## config.mk

```make
export PLATFORM = sky130hd
export DESIGN_NAME = mem_port_arbiter_flat
export DESIGN_NICKNAME = d
export VERILOG_FILES = /design/src/rtl/mem_port_arbiter_if.sv /design/src/rtl/mem_port_arbiter.sv /design/src/flat_wrapper.sv
export SDC_FILE = /design/constraint.sdc
export NUM_CORES = 1
export LEC_CHECK = 0
export ABC_AREA = 0
export ABC_CLOCK_PERIOD_IN_PS = 2050
export BUFFER_PORTS_ARGS = -buffer_cell sky130_fd_sc_hd__buf_2
export CORE_AREA = 2 2 116 118
export DETAILED_ROUTE_END_ITERATION = 10
export DIE_AREA = 0 0 118 120
export PLACE_DENSITY = 0.64
export SETUP_SLACK_MARGIN = 0.5
export SLEW_MARGIN = 15
export SYNTH_ARGS = -nofsm -noshare
export SYNTH_HDL_FRONTEND = slang
export SYNTH_SLANG_ARGS = --single-unit
```

## constraint.sdc

```tcl
create_clock -name clk -period 2.05 [get_ports clk]
set_input_delay 0.1025 -clock clk [delete_from_list [all_inputs] [get_ports clk]]
set_output_delay 0.1025 -clock clk [all_outputs]
set_load 0.02 [all_outputs]
```

## src/rtl/mem_port_arbiter_if.sv

```systemverilog
// Request/response and memory-side signals shared by the fetch stage, load/store stage,
// the single-ported memory and the arbiter between them.
interface mem_port_arbiter_if #(
  parameter int unsigned DATA_WIDTH = 32,
  parameter int unsigned ADDR_WIDTH = 32
);
  logic                  if_req_valid;
  logic [ADDR_WIDTH-1:0] if_req_addr;
  logic                  if_req_ready;
  logic                  if_resp_valid;
  logic [DATA_WIDTH-1:0] if_resp_data;

  logic                  dm_req_valid;
  logic                  dm_req_write;
  logic [ADDR_WIDTH-1:0] dm_req_addr;
  logic [DATA_WIDTH-1:0] dm_req_wdata;
  logic                  dm_req_ready;
  logic                  dm_resp_valid;
  logic [DATA_WIDTH-1:0] dm_resp_data;

  logic                  mem_read_enable;
  logic                  mem_write_enable;
  logic [ADDR_WIDTH-1:0] mem_read_addr;
  logic [ADDR_WIDTH-1:0] mem_write_addr;
  logic [DATA_WIDTH-1:0] mem_write_data;
  logic [DATA_WIDTH-1:0] mem_read_data;

  // Arbiter view.
  modport slave (
    input  if_req_valid, if_req_addr, dm_req_valid, dm_req_write, dm_req_addr, dm_req_wdata,
           mem_read_data,
    output if_req_ready, if_resp_valid, if_resp_data, dm_req_ready, dm_resp_valid,
           dm_resp_data, mem_read_enable, mem_write_enable, mem_read_addr, mem_write_addr,
           mem_write_data
  );

  // Requester and memory view.
  modport master (
    output if_req_valid, if_req_addr, dm_req_valid, dm_req_write, dm_req_addr, dm_req_wdata,
           mem_read_data,
    input  if_req_ready, if_resp_valid, if_resp_data, dm_req_ready, dm_resp_valid,
           dm_resp_data, mem_read_enable, mem_write_enable, mem_read_addr, mem_write_addr,
           mem_write_data
  );
endinterface

```

## src/rtl/mem_port_arbiter.sv

```systemverilog
// Shares one single-ported memory between instruction fetch (read-only) and load/store.
// Data side wins contention until fetch has lost STARVE_LIMIT times in a row.
module mem_port_arbiter #(
  parameter int unsigned DATA_WIDTH   = 32,
  parameter int unsigned ADDR_WIDTH   = 32,
  parameter int unsigned READ_LATENCY = 1,
  parameter int unsigned STARVE_LIMIT = 4
) (
  input logic               clk,
  input logic               rst,
  mem_port_arbiter_if.slave bus
);

  localparam int unsigned StW  = $clog2(STARVE_LIMIT + 1);
  localparam int unsigned LatW = $clog2(READ_LATENCY) + 1;
  localparam logic [StW-1:0]  StarveMax = StW'(STARVE_LIMIT);
  localparam logic [LatW-1:0] LatInit   = LatW'(READ_LATENCY - 1);

  typedef enum logic [1:0] {StIdle, StIssue, StWait, StResp} state_e;

  state_e                state_q, state_d;
  logic [StW-1:0]        starve_q, starve_d;
  logic [LatW-1:0]       lat_q, lat_d;
  logic [ADDR_WIDTH-1:0] addr_q, addr_d;
  logic [DATA_WIDTH-1:0] wdata_q, wdata_d;
  logic                  write_q, write_d;
  logic                  owner_dm_q, owner_dm_d;
  logic                  grant_if, grant_dm;

  always_comb begin
    grant_if = bus.if_req_valid && (!bus.dm_req_valid || (starve_q == StarveMax));
    grant_dm = bus.dm_req_valid && !grant_if;
  end

  always_comb begin
    state_d              = state_q;
    starve_d             = starve_q;
    lat_d                = lat_q;
    addr_d               = addr_q;
    wdata_d              = wdata_q;
    write_d              = write_q;
    owner_dm_d           = owner_dm_q;
    bus.if_req_ready     = 1'b0;
    bus.dm_req_ready     = 1'b0;
    bus.if_resp_valid    = 1'b0;
    bus.if_resp_data     = '0;
    bus.dm_resp_valid    = 1'b0;
    bus.dm_resp_data     = '0;
    bus.mem_read_enable  = 1'b0;
    bus.mem_write_enable = 1'b0;
    bus.mem_read_addr    = addr_q;
    bus.mem_write_addr   = addr_q;
    bus.mem_write_data   = wdata_q;

    unique case (state_q)
      StIdle: begin
        // Ready is combinational, so it must be masked while reset is held.
        if (!rst) begin
          bus.if_req_ready = grant_if;
          bus.dm_req_ready = grant_dm;
          if (grant_if) begin
            addr_d     = bus.if_req_addr;
            write_d    = 1'b0;
            owner_dm_d = 1'b0;
            starve_d   = '0;
            state_d    = StIssue;
          end else if (grant_dm) begin
            addr_d     = bus.dm_req_addr;
            wdata_d    = bus.dm_req_wdata;
            write_d    = bus.dm_req_write;
            owner_dm_d = 1'b1;
            if (bus.if_req_valid && (starve_q != StarveMax)) starve_d = starve_q + 1'b1;
            state_d    = StIssue;
          end
        end
      end
      StIssue: begin
        if (write_q) begin
          bus.mem_write_enable = 1'b1;
          bus.dm_resp_valid    = 1'b1;
          state_d              = StIdle;
        end else begin
          bus.mem_read_enable = 1'b1;
          if (READ_LATENCY == 1) begin
            state_d = StResp;
          end else begin
            lat_d   = LatInit;
            state_d = StWait;
          end
        end
      end
      StWait: begin
        if (lat_q == LatW'(1)) state_d = StResp;
        else                   lat_d   = lat_q - 1'b1;
      end
      StResp: begin
        if (owner_dm_q) begin
          bus.dm_resp_valid = 1'b1;
          bus.dm_resp_data  = bus.mem_read_data;
        end else begin
          bus.if_resp_valid = 1'b1;
          bus.if_resp_data  = bus.mem_read_data;
        end
        state_d = StIdle;
      end
      default: state_d = StIdle;
    endcase
  end

  always_ff @(posedge clk or posedge rst) begin
    if (rst) begin
      state_q    <= StIdle;
      starve_q   <= '0;
      lat_q      <= '0;
      addr_q     <= '0;
      wdata_q    <= '0;
      write_q    <= 1'b0;
      owner_dm_q <= 1'b0;
    end else begin
      state_q    <= state_d;
      starve_q   <= starve_d;
      lat_q      <= lat_d;
      addr_q     <= addr_d;
      wdata_q    <= wdata_d;
      write_q    <= write_d;
      owner_dm_q <= owner_dm_d;
    end
  end

endmodule
```

## src/flat_wrapper.sv

```systemverilog
// flat-port wrapper written by rule: the top's interface ports become plain ports
module mem_port_arbiter_flat 
#(
  parameter int unsigned DATA_WIDTH   = 32,
  parameter int unsigned ADDR_WIDTH   = 32,
  parameter int unsigned READ_LATENCY = 1,
  parameter int unsigned STARVE_LIMIT = 4
)
  (clk, rst, bus_if_req_valid, bus_if_req_addr, bus_dm_req_valid, bus_dm_req_write, bus_dm_req_addr, bus_dm_req_wdata, bus_mem_read_data, bus_if_req_ready, bus_if_resp_valid, bus_if_resp_data, bus_dm_req_ready, bus_dm_resp_valid, bus_dm_resp_data, bus_mem_read_enable, bus_mem_write_enable, bus_mem_read_addr, bus_mem_write_addr, bus_mem_write_data);
  mem_port_arbiter_if #(.DATA_WIDTH(DATA_WIDTH), .ADDR_WIDTH(ADDR_WIDTH)) bus_i ();
  input logic clk;
  input logic rst;
  input wire logic [$bits(bus_i.if_req_valid)-1:0] bus_if_req_valid;
  input wire logic [$bits(bus_i.if_req_addr)-1:0] bus_if_req_addr;
  input wire logic [$bits(bus_i.dm_req_valid)-1:0] bus_dm_req_valid;
  input wire logic [$bits(bus_i.dm_req_write)-1:0] bus_dm_req_write;
  input wire logic [$bits(bus_i.dm_req_addr)-1:0] bus_dm_req_addr;
  input wire logic [$bits(bus_i.dm_req_wdata)-1:0] bus_dm_req_wdata;
  input wire logic [$bits(bus_i.mem_read_data)-1:0] bus_mem_read_data;
  output wire logic [$bits(bus_i.if_req_ready)-1:0] bus_if_req_ready;
  output wire logic [$bits(bus_i.if_resp_valid)-1:0] bus_if_resp_valid;
  output wire logic [$bits(bus_i.if_resp_data)-1:0] bus_if_resp_data;
  output wire logic [$bits(bus_i.dm_req_ready)-1:0] bus_dm_req_ready;
  output wire logic [$bits(bus_i.dm_resp_valid)-1:0] bus_dm_resp_valid;
  output wire logic [$bits(bus_i.dm_resp_data)-1:0] bus_dm_resp_data;
  output wire logic [$bits(bus_i.mem_read_enable)-1:0] bus_mem_read_enable;
  output wire logic [$bits(bus_i.mem_write_enable)-1:0] bus_mem_write_enable;
  output wire logic [$bits(bus_i.mem_read_addr)-1:0] bus_mem_read_addr;
  output wire logic [$bits(bus_i.mem_write_addr)-1:0] bus_mem_write_addr;
  output wire logic [$bits(bus_i.mem_write_data)-1:0] bus_mem_write_data;
  assign bus_i.if_req_valid = bus_if_req_valid;
  assign bus_i.if_req_addr = bus_if_req_addr;
  assign bus_i.dm_req_valid = bus_dm_req_valid;
  assign bus_i.dm_req_write = bus_dm_req_write;
  assign bus_i.dm_req_addr = bus_dm_req_addr;
  assign bus_i.dm_req_wdata = bus_dm_req_wdata;
  assign bus_i.mem_read_data = bus_mem_read_data;
  assign bus_if_req_ready = bus_i.if_req_ready;
  assign bus_if_resp_valid = bus_i.if_resp_valid;
  assign bus_if_resp_data = bus_i.if_resp_data;
  assign bus_dm_req_ready = bus_i.dm_req_ready;
  assign bus_dm_resp_valid = bus_i.dm_resp_valid;
  assign bus_dm_resp_data = bus_i.dm_resp_data;
  assign bus_mem_read_enable = bus_i.mem_read_enable;
  assign bus_mem_write_enable = bus_i.mem_write_enable;
  assign bus_mem_read_addr = bus_i.mem_read_addr;
  assign bus_mem_write_addr = bus_i.mem_write_addr;
  assign bus_mem_write_data = bus_i.mem_write_data;
  mem_port_arbiter #(.DATA_WIDTH(DATA_WIDTH), .ADDR_WIDTH(ADDR_WIDTH), .READ_LATENCY(READ_LATENCY), .STARVE_LIMIT(STARVE_LIMIT)) u_core (.clk(clk), .rst(rst), .bus(bus_i));
endmodule
```

# After elaboration in Yosys (flattened, before gate mapping)
# Index checks and enable logic that the tools add are counted.
dict set report classes {
  addsub 2
  eq_ne 8
  mux 32
  bitwise 2
  n_reduce_logical 13
}
# op count
set ops {}
lappend ops {{$mux 32} 6}
lappend ops {{$mux 1} 16}
lappend ops {{$mux 2} 5}
lappend ops {{$mux 3} 3}
lappend ops {{$pmux 2 s4} 1}
lappend ops {{$reduce_and 4->1} 2}
lappend ops {{$reduce_and 3->1} 2}
lappend ops {{$eq 2x2->1 const B} 2}
lappend ops {{$reduce_bool 2->1} 2}
lappend ops {{$add 3x1->3 const B} 1}
lappend ops {{$eq 3x3->1 const B} 1}
lappend ops {{$logic_and 1x1->1} 3}
lappend ops {{$ne 3x1->1 const B} 1}
lappend ops {{$ne 3x3->1 const B} 1}
lappend ops {{$eq 2x1->1 const B} 1}
lappend ops {{$logic_not 1->1} 2}
lappend ops {{$logic_not 2->1} 1}
lappend ops {{$ne 2x1->1 const B} 1}
lappend ops {{$ne 2x2->1 const B} 1}
lappend ops {{$not 1->1} 2}
lappend ops {{$pmux 1 s2} 1}
lappend ops {{$logic_or 1x1->1} 1}
lappend ops {{$sub 1x1->1 const B} 1}
dict set report word_totals {
  ff_bits 72
  inputBits 133
  out_inout_bits 166
  elab_cells 64
}

# Depth between registers and ports, before layout
dict set report logic_depth {
  word_depth 9
  ltp_mapped 7
  mapped_depth_nobuf 5
}

# Worst setup path after synthesis
# No wires, ideal clock.
dict set report synth_timing {
  path_kind {input to register}
  from {input port rst}
  to {register u_core.state_q[0]}
  setup_time_ps 102
  t_arrival_ps 2004
  required_ps 1948
  setup_slack_ps -55
  stages 3
  n_path_buf 0
  cell_sequence {inv_1 > a21oi_1 > o32ai_1}
}
dict set report synth_between {
  elab_chain_cells 2
}
# item line_no
set synth_rtl {}
lappend synth_rtl {{start, declared} flat_wrapper.sv:12} ;# input logic rst;
lappend synth_rtl {{$ne 2x2->1 (no source line)} -}
lappend synth_rtl {{$reduce_and 3->1 (no source line)} -}
lappend synth_rtl {{end signal, assigned} mem_port_arbiter.sv:112} ;# state_q <= StIdle;
lappend synth_rtl {{end signal, assigned} mem_port_arbiter.sv:120} ;# state_q <= state_d;
lappend synth_rtl {{end, declared} mem_port_arbiter.sv:21} ;# state_e state_q, state_d;
# Every way passes these cells.
# A chain may end at the register's enable or synchronous reset.

# Worst setup path after layout
dict set report layout_timing {
  from {register u_core.state_q[1]}
  to {output port bus_if_resp_data[8]}
}
dict set report layout_between {
  elab_chain_cells 2
}
# item line_no
set layout_rtl {}
lappend layout_rtl {{$eq 2x2->1} mem_port_arbiter.sv:55} ;# unique case (state_q)
lappend layout_rtl {{$mux 32} mem_port_arbiter.sv:55}
lappend layout_rtl {{end, declared} flat_wrapper.sv:22} ;# output wire logic [$bits(bus_i.if_resp_data)-1:0] bus_if_resp_data;
# Every way passes these cells.

==> impl_summary.txt <==
----------------------------------------------------
[Clock tree]
  Root buffer cell ... sky130_fd_sc_hd__clkbuf_16
  Clock edge transition at the registers on the reported setup and hold paths ... around 0.060 ns
  Clock buffer count from CTS ... 9
  Number of buffers between clock root and the deepest sink ... 2
  Clock latency on the worst-skew pair ... 0.33 ns
  H-tree depth ... 3
  TritonCTS clock tree ... built
  Number of sinks handled by clock tree synthesis ... 72

[Global route]
  Wire length of the first global-routing pass ... roughly 22,000 µm
  Via count of the first global-routing pass ... 4,155
  Total overflow reported by the global router ... 0
  Maximum number of pins on one net before global-route repair ... 36
  All-layer global routing usage ... 19.4%
  Initial antenna violation count ... 4

[Min path]
  Hold WC Path Type ... in -> reg

[Placement]
  Count of placed standard cells including taps ... around 800
  Placed Instance Area ... between 5000 and 6000 µm²
  Detailed Place HPWL ... 10,100 µm
  Number of port buffers ... ~300
  Routability-driven placement congestion ratio ... 0.792

[Setup path]
  Data required time of the critical path ... between 1.5 and 2 ns
  Critical path startpoint category ... register
  Worst setup path category ... reg -> out
  CP max stage delay ... between 0.4 and 0.5 ns
  Standard cell with the maximum stage delay on the critical path ... sky130_fd_sc_hd__dfrtp_2
  Cell class contributing the biggest share of worst-path delay ... buffers and inverters
  Buffers plus inverters on the worst setup path ... 3
  Crit Path Max Fanout ... 9
  Capturing element type of the critical path ... primary output
  Worst endpoint data arrival time ... approximately 1.6 ns
  Cells traversed along the worst timing path ... buf_6, nand2_4, nor2_4, buf_8, and2_1, buf_2

[STA]
  RSZ-0062 raised after global routing ... true
  Final-report hold violation count ... 0
  Setup tns final ... 0 ns
  Final Slew Violations ... 0
  Total of endpoints with negative setup slack in the final report ... 0
  Period utilisation layout ... a little over four fifths
  Achievable frequency ... a little under 600 MHz
  Shortest clock period the worst path allows after layout ... around 1.7 ns
  Hold slack final ... ~0.012 ns
  Slew @ Worst Pin ... about 0.43 ns
  Final setup skew ... just over 0.007 ns
  Headroom to the max-slew limit ... between 70% and 80%

[Synth]
  Synth area leaders ... sky130_fd_sc_hd__dfrtp_1 (45%), sky130_fd_sc_hd__and2_1 (10%), sky130_fd_sc_hd__mux2_4 (7.4%)
  Mean area per synthesized cell ... 10.0 µm²
  Sequential element share of the synthesized area ... 44.7%
  Number of instances in the synthesized netlist ... 403
  Yosys synthesis warning count ... 0
  Syn Nets ... ~540
  Dominant cell by count in the synthesized netlist ... sky130_fd_sc_hd__dfrtp_1
  Synthesized cell area ... approximately 4000 µm²
  Most instantiated cells after synthesis ... sky130_fd_sc_hd__dfrtp_1 (72), sky130_fd_sc_hd__and2_1 (66), sky130_fd_sc_hd__a21oi_1 (33)
  EDFF count, synth ... 0
  Number of library cell types mapped by synthesis ... 35
  Dominant register cell in the synthesized netlist ... sky130_fd_sc_hd__dfrtp_1
  Area share of the largest cell type after synthesis ... 44.7%
  Asr flop ratio synth ... 100%
  Cell type with the largest total area after synthesis ... sky130_fd_sc_hd__dfrtp_1
  Number of storage elements in the synthesis netlist ... 72

[Floorplanning]
  Area of the core ... ~13,000 µm²
  Num rows ... 42
  Effective utilization at floorplan ... 31.1%
  Top-Level Pins ... 299
  Die Y ... around 120 µm
  Overall die width ... 118 µm
  Total die area ... 14,200 µm²

[Detailed routing]
  Detail-routed via count per cell ... between 4 and 5
  DRC Markers ... 0
  Drt pass-1 iters ... 4
  Average wire per cell in the routed design ... 17.0 µm
  Initial detailed-routing violation count ... between 150 and 200
  Total number of vias ... about 4.3k
  Remaining antenna violation count after routing ... 0
  Aggregate routed wire length ... ~15,000 µm

[Layout]
  Layout Cell Area excl Fill ... 6940 µm²
  Area growth from synthesis to layout ... 72.1%
  NumNets Final ... approximately 840
  Post-Layout Cell Count ... a little under 900
  Share of post-route cells with drive strength above 1 ... 61.9%

[Power and ir drop]
  Final Total Pwr ... approximately 10 mW
  VDD IR-drop max ... about 670 µV
  Leakage Power ... 3.42 nW
  Cell area power density ... 1420 nW/µm²

[Outcome]
  Run status ... finished clean

[Job]
  Max capacitance violation total ... 0

----------------------------------------------------
what timing repair did:
action | 4_1_cts | 5_1_grt
gates resized for setup | 51 | 148
gates cloned | 4 | 6
hold endpoints to repair | 90 | 2
buffers inserted | 12 | 2
pin swaps | 4 | 38
endpoints found under the setup margin | 132 | 136
hold buffers | 19 | 2
flip-flops by register name, indices dropped and copies added (netlist names):
| register | flops |
|---|---|
| u_core.write_q | 1 |
| u_core.lat_q | 1 |
| u_core.bus.mem_write_data | 32 |
| u_core.starve_q | 3 |
| u_core.owner_dm_q | 1 |
| u_core.bus.mem_read_addr | 32 |
| u_core.state_q | 2 |
cell type report:
| cell class | count | area, µm² |
|---|---|---|
| clock inverter | 6 | 68.8 |
| multi-input combinational | 259 | 1980 |
| antenna | 4 | 10.0 |
| timing repair buffer | 356 | 2610 |
| tap | 176 | 220 |
| sequential | 72 | 1800 |
| fill | 1118 | 6040 |
| inverter | 5 | 22.5 |
| clock buffer | 10 | 229 |
where the power goes:
| part | internal [mW] | switching [mW] | total [mW] |
|---|---|---|---|
| logic | 2.57 | 3.06 | 5.64 |
| clock network | 0.949 | 0.616 | 1.56 |
| registers | 2.12 | 0.533 | 2.66 |
| total | 5.65 | 4.21 | 9.86 |
metal layers:
| layer | track usage (%) | part of all wire, % | up-vias |
|---|---|---|---|
| met5 | 0 | 0 | - |
| met1 | 21.8 | 36 | 2040 |
| met3 | 4.80 | 7.8 | 19 |
| met4 | 5.87 | 1.6 | 0 |
| met2 | 36.3 | 55 | 217 |
| li1 | - | - | 1977 |
per-stage QoR:
stage / util (%) / setup WS, ns
finish: 53.5 / 0.321
global route: 53.5 / 0.257
CTS: 48.7 / 0.367
detailed placement: 42.1 / 0.285
global placement: 42.1 / 0.343
floorplan: - / 0.368
path summary, 6_finish.rpt:
check / from / endpoint / slack [ns] / cells after the start
min in group asynchronous: rst / u_core.lat_q / 0.50 / 4
worst min register to register: u_core.lat_q / u_core.lat_q / 0.47 / 2
worst max register to register: u_core.starve_q[1] / u_core.bus.mem_write_data[16] / 0.32 / 7
worst max-delay path: u_core.state_q[1] / bus_if_resp_data[8] / 0.32 / 6
max in group asynchronous: rst / u_core.bus.mem_write_data[18] / 1.23 / 4
worst min-delay path: bus_dm_req_wdata[10] / u_core.bus.mem_write_data[10] / 0.01 / 2
cells by family after synthesis:
| logic type | after synthesis | share of synthesized area (%) |
|---|---|---|
| AO/OA/AOI/OAI | 107 | 14.9 |
| multiplexers | 32 | 10.8 |
| flip-flops | 72 | 44.7 |
| adder cells (fa/ha/maj) | 2 | 0.620 |
| buffers and inverters | 72 | 11.8 |
| AND/OR/NAND/NOR | 118 | 17.2 |
cell usage in the layout, fill, tap and decap left out, types with 2 or more instances in the layout:
master,count
sky130_fd_sc_hd__and2_1,28
sky130_fd_sc_hd__o21ai_0,27
sky130_fd_sc_hd__inv_2,3
sky130_fd_sc_hd__o21ai_1,9
sky130_fd_sc_hd__dfrtp_2,2
sky130_fd_sc_hd__diode_2,4
sky130_fd_sc_hd__and2_4,38
sky130_fd_sc_hd__buf_4,22
sky130_fd_sc_hd__buf_8,5
sky130_fd_sc_hd__buf_6,58
sky130_fd_sc_hd__clkinvlp_4,2
sky130_fd_sc_hd__mux2_4,32
sky130_fd_sc_hd__buf_2,235
sky130_fd_sc_hd__buf_16,3
sky130_fd_sc_hd__clkinv_4,2
sky130_fd_sc_hd__nand3_1,32
sky130_fd_sc_hd__nand2b_1,2
sky130_fd_sc_hd__dlygate4sd3_1,21
sky130_fd_sc_hd__a21oi_1,33
sky130_fd_sc_hd__a31oi_1,32
sky130_fd_sc_hd__dfrtp_1,70
sky130_fd_sc_hd__nand2_1,6
sky130_fd_sc_hd__clkbuf_16,14
sky130_fd_sc_hd__buf_12,6
sky130_fd_sc_hd__nor2_4,2
No activity file was read; power rests on OpenSTA's default activity.
